===== src/rtl/nes_bus_pkg.sv =====
// rtl/nes_bus_pkg.sv - shared CPU bus addresses and sprite DMA state encoding
package nes_bus_pkg;

  localparam logic [15:0] OAM_DMA_REG_ADDR = 16'h4014;
  localparam logic [15:0] OAM_DATA_ADDR    = 16'h2004;

  typedef enum logic [2:0] {
    IDLE,
    HALT,
    ALIGN,
    READ,
    WRITE
  } oam_dma_state_t;

endpackage


===== src/rtl/oam_dma_ctrl.sv =====
// rtl/oam_dma_ctrl.sv - sprite DMA: copies page P00-PFF to OAMDATA while the CPU is halted
// Optional OAM_DMA_ALIGN_EN adds a cycle-parity flop so reads start on even cycles.
module oam_dma_ctrl
  import nes_bus_pkg::*;
(
  input  logic        clk_in,
  input  logic        rst_n_in,
  input  logic [15:0] cpu_a_in,
  input  logic [7:0]  cpu_d_in,
  input  logic        cpu_r_nw_in,
  input  logic [7:0]  bus_d_in,
  output logic        cpu_rdy_out,
  output logic        dma_active_out,
  output logic [15:0] dma_a_out,
  output logic [7:0]  dma_d_out,
  output logic        dma_r_nw_out,
  output logic        dma_busy_out
);

  oam_dma_state_t state_q, state_d;
  logic [7:0]  page_q, idx_q, idx_d, data_q;
  logic        rdy_q, active_q, busy_q, r_nw_q;
  logic [15:0] a_q;
  logic        trigger;
  logic        align_req;

`ifdef OAM_DMA_ALIGN_EN
  logic cyc_par_q;

  always_ff @(posedge clk_in or negedge rst_n_in) begin
    if (!rst_n_in) cyc_par_q <= 1'b0;
    else           cyc_par_q <= ~cyc_par_q;
  end

  assign align_req = cyc_par_q;
`else
  assign align_req = 1'b0;
`endif

  assign trigger = (cpu_a_in == OAM_DMA_REG_ADDR) && !cpu_r_nw_in;

  always_comb begin
    state_d = state_q;
    idx_d   = idx_q;
    case (state_q)
      IDLE:  if (trigger) begin
               state_d = HALT;
               idx_d   = 8'h00;
             end
      // RDY only stalls a 6502 on read cycles, so wait for the CPU to read.
      HALT:  if (cpu_r_nw_in) state_d = align_req ? ALIGN : READ;
      ALIGN: state_d = READ;
      READ:  state_d = WRITE;
      WRITE: if (idx_q == 8'hFF) begin
               state_d = IDLE;
             end else begin
               state_d = READ;
               idx_d   = idx_q + 8'h01;
             end
      default: state_d = IDLE;
    endcase
  end

  // Outputs are registered from the next state so they change cleanly at the edge.
  always_ff @(posedge clk_in or negedge rst_n_in) begin
    if (!rst_n_in) begin
      state_q  <= IDLE;
      page_q   <= 8'h00;
      idx_q    <= 8'h00;
      data_q   <= 8'h00;
      rdy_q    <= 1'b1;
      active_q <= 1'b0;
      busy_q   <= 1'b0;
      r_nw_q   <= 1'b1;
      a_q      <= 16'h0000;
    end else begin
      state_q  <= state_d;
      idx_q    <= idx_d;
      if (state_q == IDLE && trigger) page_q <= cpu_d_in;
      if (state_q == WRITE)           data_q <= bus_d_in;
      rdy_q    <= (state_d == IDLE);
      busy_q   <= (state_d != IDLE);
      active_q <= (state_d == READ) || (state_d == WRITE);
      r_nw_q   <= (state_d != WRITE);
      case (state_d)
        READ:    a_q <= {page_q, idx_d};
        WRITE:   a_q <= OAM_DATA_ADDR;
        default: a_q <= 16'h0000;
      endcase
    end
  end

  assign cpu_rdy_out    = rdy_q;
  assign dma_active_out = active_q;
  assign dma_busy_out   = busy_q;
  assign dma_r_nw_out   = r_nw_q;
  assign dma_a_out      = a_q;
  // Read data arrives one cycle after its address, so WRITE forwards it directly.
  assign dma_d_out      = (state_q == WRITE) ? bus_d_in : data_q;

endmodule

===== config.mk =====
export PLATFORM = sky130hd
export DESIGN_NAME = oam_dma_ctrl
export DESIGN_NICKNAME = d
export VERILOG_FILES = /design/src/rtl/nes_bus_pkg.sv /design/src/rtl/oam_dma_ctrl.sv
export SDC_FILE = /design/constraint.sdc
export NUM_CORES = 1
export LEC_CHECK = 0
export ABC_AREA = 1
export BUFFER_PORTS_ARGS = -buffer_cell sky130_fd_sc_hd__clkbuf_2
export CAP_MARGIN = 20
export CORE_ASPECT_RATIO = 0.9
export CORE_MARGIN = 4
export CORE_UTILIZATION = 35
export CTS_CLUSTER_SIZE = 12
export DETAILED_ROUTE_END_ITERATION = 12
export SYNTH_ARGS = -nofsm -noshare
export SYNTH_HDL_FRONTEND = slang
export SYNTH_SLANG_ARGS = --single-unit
export TNS_END_PERCENT = 50

===== constraint.sdc =====
create_clock -name clk_in -period 2.9 [get_ports clk_in]
set_clock_uncertainty 0.15 [all_clocks]
set_input_delay 0.725 -clock clk_in [delete_from_list [all_inputs] [get_ports clk_in]]
set_output_delay 0.725 -clock clk_in [all_outputs]
set_load 0.01 [all_outputs]

==> run metrics, run 1 <==
status=complete, no violations; largest family of logic cells by synthesized area=simple AND/OR/NAND/NOR gates; fin. max-slew vios=0; fraction of layout cells with a size suffix above 1=0.3089; Total Neg Setup Slack=0 ns; post-route clock period utilization=0.8421; most frequent cells in the layout=clkbuf_2, nand2_1, dfrtp_1, nor2_1, inv_1; Resized Gates After CTS=0; post-synthesis adder-cell area fraction=0.005865; FP Rows=26; top post-synthesis cells by area=dfrtp_1, nand2_1, nor2_1; area of the multi-input gates=769.5 µm²; ys async rst share=1.000; hold crit path type=reg -> reg; xor/xnor cell area share of the yosys netlist=0.004106; Die ar.=7410 µm²; setup ws final=0.4579 ns; total congestion overflow=0; Syn Nets=281; Root Buffer=clkbuf_8; Worst-path clk slew=0.08 ns; vias in the first global route=1692; die extent in y=82.07 µm; setup violators final=0; Synth area leader=dfrtp_1; top-area cell type share of the netlist area=0.5279; Yosys reg bits=47; Max Cap Viol=0; Min Hold Slack=0.3219 ns; synthesis-to-layout area growth=22.40%; maximum root-to-sink buffer count=2; diode count=0; critical path fanouts, max=9; GRT busiest layer=met2; kind of critical path=reg -> out; Post-DP Area=2516 µm²; DRC=0; headroom to the max-slew limit=0.6199; synth unique cells=30; boundary pin count=63; Hold Fails Final Rpt=0; worst-case reg-to-reg path depth=10; Hold Path Stages=2; DR WL/cell=10.66 µm; Initial Util=0.3684; final WL=4.094 mm; CTS sink cnt=47; CTS tree=done; pin count of the biggest net entering global routing=48; post-route ant nets=0; Synth Area in Simple Gates=0.2968; Port-buffer cells=62; grt met2 use=0.1939; Core ar.=5791 µm²; worst path required time=2.03 ns; Compound-Gate Fraction of Synth Area=0.05396; worst-skew pair later-pin latency=0.29 ns; DRT iter0 DRCs=97; DP Wirelength=3.106 mm; total track usage=0.1238; overall via count from detail_route=1665; Via density=4.336; initial antenna violation count=0; fmax=0.4095 GHz; layout net count=349; first-pass GRT wire length=7.369 mm; RSZ-0062 raised after global routing=false; number of hold buffers added after CTS=0; Register Area=1179 µm²; commonest non-fill, non-tap cell in the layout=clkbuf_2; pre-CTS WS=0.7394 ns; Die Wd=90.30 µm; Post-CTS Setup Bufs=0; Mapped Area=2133 µm²; GR Util met3=0.03755; Setup crit end kind=primary output; register area share after synthesis=0.5525; final core occ=0.4510; power per cell area=650.4 nW/µm²; DR pass1 iterations=4; Design Power=1.698 mW; crit path launch type=flop; CP arrival=1.57 ns; non-filler cells in the finished layout=384; Slew @ Worst Pin=0.5701 ns; post-synthesis cell count=245; ys flop type=dfrtp_1; Static Leakage=1.422 nW; design area=2611 µm²; cell count after placement=376; Ys Warns=0; # fillers=587; Period minus WS final=2.442 ns; Post-synth EDFFs=0; Mean Syn Cell Area=8.707 µm²; maximum vdd ir drop=0.0003581 V; total CTS buffers=5; gp weighted congestion=0.7757; H-Tree Depth=2; GR Util met1=0.1671; multiplexer share of the synthesized area=0
-- state kept, by name, summed over array words and instances (netlist names) --
signal	cells
page_q	8
dma_a_out	16
state_q	3
idx_q	8
dma_active_out	1
dma_r_nw_out	1
data_q	8
cpu_rdy_out	1
dma_busy_out	1
-- cells in the mapped netlist (2+ instances only) --
library cell / count
nand3_1: 18
o21ai_0: 2
nand3b_1: 2
a21oi_1: 4
nand2_2: 3
buf_6: 2
clkinv_1: 2
nor2_2: 2
inv_2: 3
nand2_4: 2
dfstp_2: 2
nand4_1: 2
inv_1: 34
o21ai_2: 8
nor3_1: 4
dfrtp_1: 45
nor2_1: 36
nand3_2: 2
nand2_1: 61
-- area by class of cell --
cell class	instances	area share
flip-flops and latches	47	0.4514
repair buffers	64	0.1246
well taps	70	0.03354
inverters	40	0.05942
clock inverters	1	0.003354
multi-input cells	155	0.2947
clock buffers	7	0.03306
-- cell families (layout without fill, tap and decap cells) --
group                    Yosys count  after routing
adder cells (fa/ha/maj)            1              1
AO/OA/AOI/OAI                     16             16
AND/OR/NAND/NOR                  137            137
XOR/XNOR                           1              1
buffers and inverters             43            112
flip-flops                        47             47
-- worst max-delay path, stage by stage (launching register included) --
cell	delay, ns
dfrtp_1	0.38
inv_1	0.10
nand2_2	0.11
nor2_4	0.10
clkinv_1	0.25
nand2_1	0.14
nand2_1	0.07
clkbuf_2	0.13
-- per-layer routing --
metal  vias to the layer above  wire (µm)
met3                         5        200
met1                       736       2050
li1                        888          -
met5                         -          0
met4                         0         33
met2                        36       1810
-- path summary, 6_finish.rpt --
kind                            start            end  slack, ns
min in group asynchronous    rst_n_in  dma_a_out[11]       0.36
setup / recovery           state_q[0]   dma_d_out[1]       0.46
max in group asynchronous    rst_n_in      data_q[2]       1.85
setup reg to reg             idx_q[0]   dma_busy_out       1.22
hold reg to reg             data_q[2]      data_q[2]       0.32
hold / removal              data_q[2]      data_q[2]       0.32
-- where the power goes --
group / switching [mW] / internal (mW)
combinational: 0.358 / 0.198
clock: 0.203 / 0.195
sequential: 0.0213 / 0.722
(Power assumes the default switching activity.)
==> run 2: changes to the inputs <==
- ABC_AREA: 1 -> 0
- clock period: 2.9 -> 2.4 ns (I/O delays scaled with it)
==> run 2 against run 1 <==
Effect of this change:
- area after synthesis decreased by 8.5%
- sequential share of layout area increased by 3.0 points
- critical path depth decreased by 3
- count of clock-buffer cells in the layout decreased by 1
- clock power increased by 14%
- register-to-register slack got worse by 1.0 ns
- sequential cell count unchanged
- non-clock buffer count increased by 4
- critical path type unchanged
- critical endpoint unchanged
- largest cell class unchanged
- highest routed layer unchanged
==> run metrics, run 2 <==
Total Neg Setup Slack=0 ns (unchanged); Commonest cells post-synth=dfrtp_1, nand2_1, a21oi_1, nor2_1, mux2_2; post-synthesis cell count=175 (-29%); xor/xnor cell area share of the yosys netlist=0.004487 (+0.0003816); synthesis-to-layout area growth=25.83%; worst path required time=1.65 ns (-0.38 ns); FP Rows=25 (-3.8%); layout net count=281 (-19%); FF-to-FF End=idx_q[5]; Switching Share=0.2165 (-0.1266); commonest non-fill, non-tap cell in the layout=clkbuf_2; cell with the most instances after synthesis=dfrtp_1; top post-synthesis cells by area=dfrtp_1, nand2_1, mux2_2; post-route clock period utilization=0.9528; Core ar.=5318 µm² (-8.2%); CTS sink cnt=47 (unchanged); post-route ant nets=0 (unchanged); Syn Nets=211 (-25%); Post-synth EDFFs=0 (unchanged); fin. max-slew vios=0 (unchanged); fmax=0.4373 GHz; ys async rst share=1.000 (unchanged); Via density=4.741 (+9.3%); # fillers=527 (-10%); worst-skew pair later-pin latency=0.30 ns (about the same); Psw=285.3 µW (-51%); Port-buffer cells=62 (unchanged); setup violators final=0 (unchanged); Die ar.=6837 µm² (-7.7%); diode count=0 (unchanged); Largest register FFs=16 (unchanged); total track usage=0.1311 (+0.007321); Max Cap Viol=0 (unchanged); Max Used Layer=met4; power per cell area=536.7 nW/µm² (-17%); post-synthesis adder-cell area fraction=0.006410 (+0.0005452); Hold Fails Final Rpt=0 (unchanged); CP arrival=1.54 ns (-0.03 ns); total CTS buffers=5 (unchanged); RR Startpoint=state_q[0]; pin count of the biggest net entering global routing=28 (-42%); DP Wirelength=2.973 mm (-4.3%); largest family of logic cells by synthesized area=simple AND/OR/NAND/NOR gates; first-pass GRT wire length=7.038 mm (-4.5%); power share of the sequential group=0.607 (+0.169); met3 wire len=357 µm (+79%); DRC=0 (unchanged); Synth Area in Simple Gates=0.1974 (-0.09934); boundary pin count=63 (unchanged); number of hold buffers added after CTS=0 (unchanged); status=complete, no violations; Static Leakage=1.169 nW (-18%); Mean Syn Cell Area=11.15 µm² (+28%); initial antenna violation count=0 (unchanged); met2 routed WL=1.758 mm (-2.9%); final core occ=0.4619 (+0.01093); maximum vdd ir drop=0.0003221 V (-10%); register area share after synthesis=0.6038 (+0.05135); synth unique cells=43 (+43%); Initial Util=0.3671 (-0.001351); Mapped Area=1952 µm² (-8.5%); multiplexer share of the synthesized area=0.05128 (+0.05128); Ys Warns=0 (unchanged); Clock power frac=0.344 (+0.109); final WL=4.057 mm (-0.90%); vias in the first global route=1468 (-13%); hold crit path type=in -> async; Synth area leader=dfrtp_1; Die Wd=86.72 µm (-4.0%); total congestion overflow=0 (unchanged); ys flop type=dfrtp_1; Gate power share=0.049 (-0.279); Slew @ Worst Pin=0.5911 ns (+0.02100 ns); worst-case reg-to-reg path depth=5 (-5); gp weighted congestion=0.9107 (+17%); fraction of layout cells with a size suffix above 1=0.3943 (+0.08539); DRT iter0 DRCs=141 (+45%); Compound-Gate Fraction of Synth Area=0.1051 (+0.05117); Yosys reg bits=47 (unchanged); maximum root-to-sink buffer count=2 (unchanged); critical path fanouts, max=10 (+1); Worst-path clk slew=0.09 ns (about the same); DR pass1 iterations=4 (unchanged); die extent in y=78.85 µm (-3.9%); Root Buffer=clkbuf_8; overall via count from detail_route=1484 (-11%); RSZ-0062 raised after global routing=false; CTS tree=done; total internal power=1.033 mW (-7.4%); DR WL/cell=12.96 µm (+22%); H-Tree Depth=2 (unchanged); Setup crit end kind=primary output; top-area cell type share of the netlist area=0.5769 (+0.04906); Period minus WS final=2.287 ns; kind of critical path=reg -> out; R2R Setup Slk=0.22 ns (-1.00 ns); met1 wire length=1.884 mm (-8.1%); crit path launch type=flop; headroom to the max-slew limit=0.6055 (-0.01443); most frequent cells in the layout=clkbuf_2, dfrtp_1, nand2_1, a21oi_1
run 2: cell types whose count changed in the layout (fill, tap and decap cells not counted), moves of 7 or more:
cell	before	now
nor2b_1	0	7
mux2_2	0	8
nand2_1	61	32
a21oi_1	4	11
o21ai_2	8	0
nand3_1	18	4
inv_1	34	6
nor2_1	36	8
run 2: cell type report:
class                      instances  area (µm²)  area share
multi-input combinational        117       714.4      0.2909
sequential                        47        1182      0.4814
timing repair buffer              68       367.9      0.1498
clock inverter                     2       12.51    0.005094
inverter                           6       22.52    0.009170
tap                               67       83.83     0.03413
clock buffer                       6       72.57     0.02955
run 2: worst max path at each step:
stage,start,endpoint,slack [ns],depth (start not counted)
after floorplan,cpu_a_in[7],page_q[0],0.27,5
after global placement,cpu_a_in[9],page_q[2],0.14,6
after detailed placement,cpu_a_in[9],page_q[0],0.14,6
after CTS,state_q[1],dma_d_out[3],0.06,4
after global routing,state_q[0],dma_d_out[5],0.02,4
final,state_q[0],dma_d_out[1],0.11,4
run 2: cell families (layout without fill, tap and decap cells):
logic type | count (synthesis) | after routing
mux | 9 | 9
compound gates | 31 | 31
flops | 47 | 47
buf+inv | 11 | 82
xor+xnor | 1 | 1
simple gates | 75 | 75
fa+ha+maj | 1 | 1
run 2: per-stage QoR:
stage / std cells / total power, mW / instance area, µm² / hold slack (ns) / worst slack, ns
2_1_floorplan: 175 / 0.8282 / 1952 / 0.1544 / 0.2667
3_3_place_gp: 304 / 0.8814 / 2357 / 0.3054 / 0.1448
3_5_place_dp: 304 / 0.8823 / 2357 / 0.3071 / 0.1430
4_1_cts: 312 / 1.340 / 2442 / 0.1293 / 0.06139
5_1_grt: 313 / 1.386 / 2456 / 0.1490 / 0.02487
6_report: 313 / 1.318 / 2456 / 0.1196 / 0.1133
run 2: critical path: stages, from the launching register on:
cell      delay (ns)
dfrtp_2         0.48
or3b_4          0.47
nand2_1         0.09
nand2_1         0.07
clkbuf_2        0.13
run 2: per-layer routing:
layer / vias up / global-route usage
met2: 56 / 0.1843
met5: - / 0
li1: 744 / -
met1: 677 / 0.1888
met4: 0 / 0.04984
met3: 7 / 0.03942
run 2: power by group through the flow:
| stage | registers [mW] | clock network [mW] | logic (mW) |
|---|---|---|---|
| 6_report | 0.800 | 0.453 | 0.0652 |
| 3_3_place_gp | 0.815 | 0 | 0.0663 |
| 2_1_floorplan | 0.815 | 0 | 0.0130 |
| 3_5_place_dp | 0.815 | 0 | 0.0672 |
| 4_1_cts | 0.799 | 0.473 | 0.0674 |
| 5_1_grt | 0.800 | 0.511 | 0.0750 |
run 2: timing repair:
action                                  CTS  global route
endpoints found under the setup margin    0             6
hold endpoints to repair                  0             0
setup buffers                             0             1
resized for setup                         0             4
==> run 3: changes to the inputs <==
- SETUP_SLACK_MARGIN: not set -> 0.5
==> run 3 against run 2 <==
Effect of this change:
- maximum frequency increased by 2.1%
- count of clock-buffer cells in the layout stayed put
- power is 2.0% higher
- sequential cell count unchanged
- highest routed layer unchanged
- routed wire length increased by 13%
- register-to-register slack improved by 0.04 ns
- largest cell class unchanged
==> run metrics, run 3 (synthesis gave the netlist of run 2 again) <==
status=complete, no violations; Setup crit end kind=primary output; Via density=4.754 (+0.26%); Root Buffer=clkbuf_8; slowest stage delay, CP=0.46 ns (-0.02 ns); fin. max-slew vios=0 (unchanged); CP arrival=1.49 ns (-0.05 ns); final WL=4.600 mm (+13%); Core ar.=5318 µm² (unchanged); most frequent CP cell=nand2_2; Port-buffer cells=62 (unchanged); commonest non-fill, non-tap cell in the layout=clkbuf_2; initial antenna violation count=0 (unchanged); CP endpoint=dma_d_out[2]; worst-skew pair later-pin latency=0.30 ns (about the same); Static Leakage=1.322 nW (+13%); RR Startpoint=state_q[0]; area of the multi-input gates=838.3 µm² (+17%); worst-case reg-to-reg path depth=5 (unchanged); RSZ-0062 raised after global routing=true; die extent in y=78.85 µm (unchanged); # fillers=505 (-4.2%); Die Wd=86.72 µm (unchanged); most frequent cells in the layout=clkbuf_2, dfrtp_1, buf_4, nand2_1, nand2_2; critical-path cell list=or3b_4, nand2_2, nand2_2, buf_6; post-route ant nets=0 (unchanged); post-route clock period utilization=0.9335 (-0.01933); DR WL/cell=13.65 µm (+5.3%); fmax=0.4464 GHz (+2.1%); kind of critical path=reg -> out; Max Cap Viol=0 (unchanged); headroom to the max-slew limit=0.6174 (+0.01188); DRC=0 (unchanged); critical path fanouts, max=4 (-6); hold crit path type=in -> async; layout net count=305 (+8.5%); Post-DP Area=2390 µm² (+1.4%); DRT iter0 DRCs=37 (-74%); fraction of layout cells with a size suffix above 1=0.5148 (+0.1205); CTS sink cnt=47 (unchanged); pin count of the biggest net entering global routing=48 (+71%); R2R Setup Slk=0.26 ns (+0.04 ns); FP Rows=25 (unchanged); Die ar.=6837 µm² (unchanged); gp weighted congestion=0.8193 (-10%); overall via count from detail_route=1602 (+8.0%); setup violators final=0 (unchanged); CTS tree=done; diode count=0 (unchanged); Initial Util=0.3671 (unchanged); vias in the first global route=1524 (+3.8%); maximum root-to-sink buffer count=2 (unchanged); total congestion overflow=0 (unchanged); total CTS buffers=5 (unchanged); Largest register FFs=16 (unchanged); design area=2791 µm² (+14%); total track usage=0.1375 (+0.006419); maximum vdd ir drop=0.0002136 V (-34%); FF-to-FF End=dma_a_out[5]; number of hold buffers added after CTS=0 (unchanged); slowest CP cell=dfrtp_2; worst path required time=1.65 ns (about the same); Total Neg Setup Slack=0 ns (unchanged); DR pass1 iterations=4 (unchanged); Design Power=1.345 mW (+2.0%); crit path launch type=flop; Period minus WS final=2.240 ns (-0.04640 ns); boundary pin count=63 (unchanged); Worst-path clk slew=0.09 ns (about the same); Hold Fails Final Rpt=0 (unchanged); first-pass GRT wire length=7.362 mm (+4.6%); H-Tree Depth=2 (unchanged); Register Area=1182 µm² (unchanged); synthesis-to-layout area growth=43.01%; DP Wirelength=3.017 mm (+1.5%); Slew @ Worst Pin=0.5740 ns (-0.01718 ns); power per cell area=481.8 nW/µm² (-10%); Min Hold Slack=0.2374 ns (+0.1178 ns); Critical path origin=state_q[0]
==> run 3: cell count changes in the layout (fill, tap and decap cells not counted), moves of 2 or more <==
cell / change
buf_6: +7
a21oi_1: -3
nor2_4: +2
nand2_2: +10
a21oi_2: +3
mux2_4: +6
clkbuf_2: -5
nand2_1: -10
nor3_1: -2
mux2_2: -6
buf_4: +21
==> run 3: repair_timing <==
item                                    in CTS  in global routing
cloned                                       1                  0
endpoints found under the setup margin      32                 38
pin swaps                                   19                  9
resized for setup                            9                 28
setup buffers                               14                 10
==> run 3: worst min-delay path by stage <==
stage	from	endpoint	slack, ns
finish	rst_n_in	dma_a_out[5]	0.24
global route	rst_n_in	dma_a_out[5]	0.29
CTS	rst_n_in	data_q[2]	0.25
detailed placement	data_q[1]	data_q[1]	0.31
global placement	data_q[5]	data_q[5]	0.31
floorplan	rst_n_in	data_q[0]	0.15
==> run 3: stage by stage <==
| step | cells | setup WS (ns) | util |
|---|---|---|---|
| 6_report | 337 | 0.1597 | 0.5249 |
| 5_1_grt | 337 | 0.1031 | 0.5249 |
| 4_1_cts | 327 | 0.1899 | 0.4927 |
| 3_5_place_dp | 304 | 0.1876 | 0.4494 |
| 3_3_place_gp | 304 | 0.2288 | 0.4494 |
| 2_1_floorplan | 175 | 0.3669 | - |
==> run 3: final cells by class <==
| class | instances | area share |
|---|---|---|
| clock buffers | 6 | 0.02600 |
| clock inverters | 2 | 0.004482 |
| inverters | 6 | 0.008068 |
| multi-input cells | 118 | 0.3003 |
| flip-flops and latches | 47 | 0.4236 |
| well taps | 67 | 0.03003 |
| repair buffers | 91 | 0.2075 |
==> run 3: critical path: cells and delay by family, from the launching register on <==
family / cells / cell delay, ns
buffers and inverters: 1 / 0.12
and+or+nand+nor: 3 / 0.62
DFF: 1 / 0.46
==> run 3: metal layers <==
| layer | wire length (µm) | vias to the layer above | track usage | share of wire |
|---|---|---|---|---|
| met5 | 0 | - | 0 | 0 |
| met4 | 45 | 0 | 0.03738 | 0.0098 |
| met3 | 339 | 5 | 0.04046 | 0.074 |
| met2 | 2010 | 58 | 0.2003 | 0.44 |
| met1 | 2204 | 747 | 0.1989 | 0.48 |
| li1 | - | 792 | - | - |
==> run 3: report_power, final <==
group | switching, mW | internal, mW
Sequential | 0.00241 | 0.798
Clock | 0.255 | 0.204
Combinational | 0.0389 | 0.0463
Total | 0.297 | 1.05
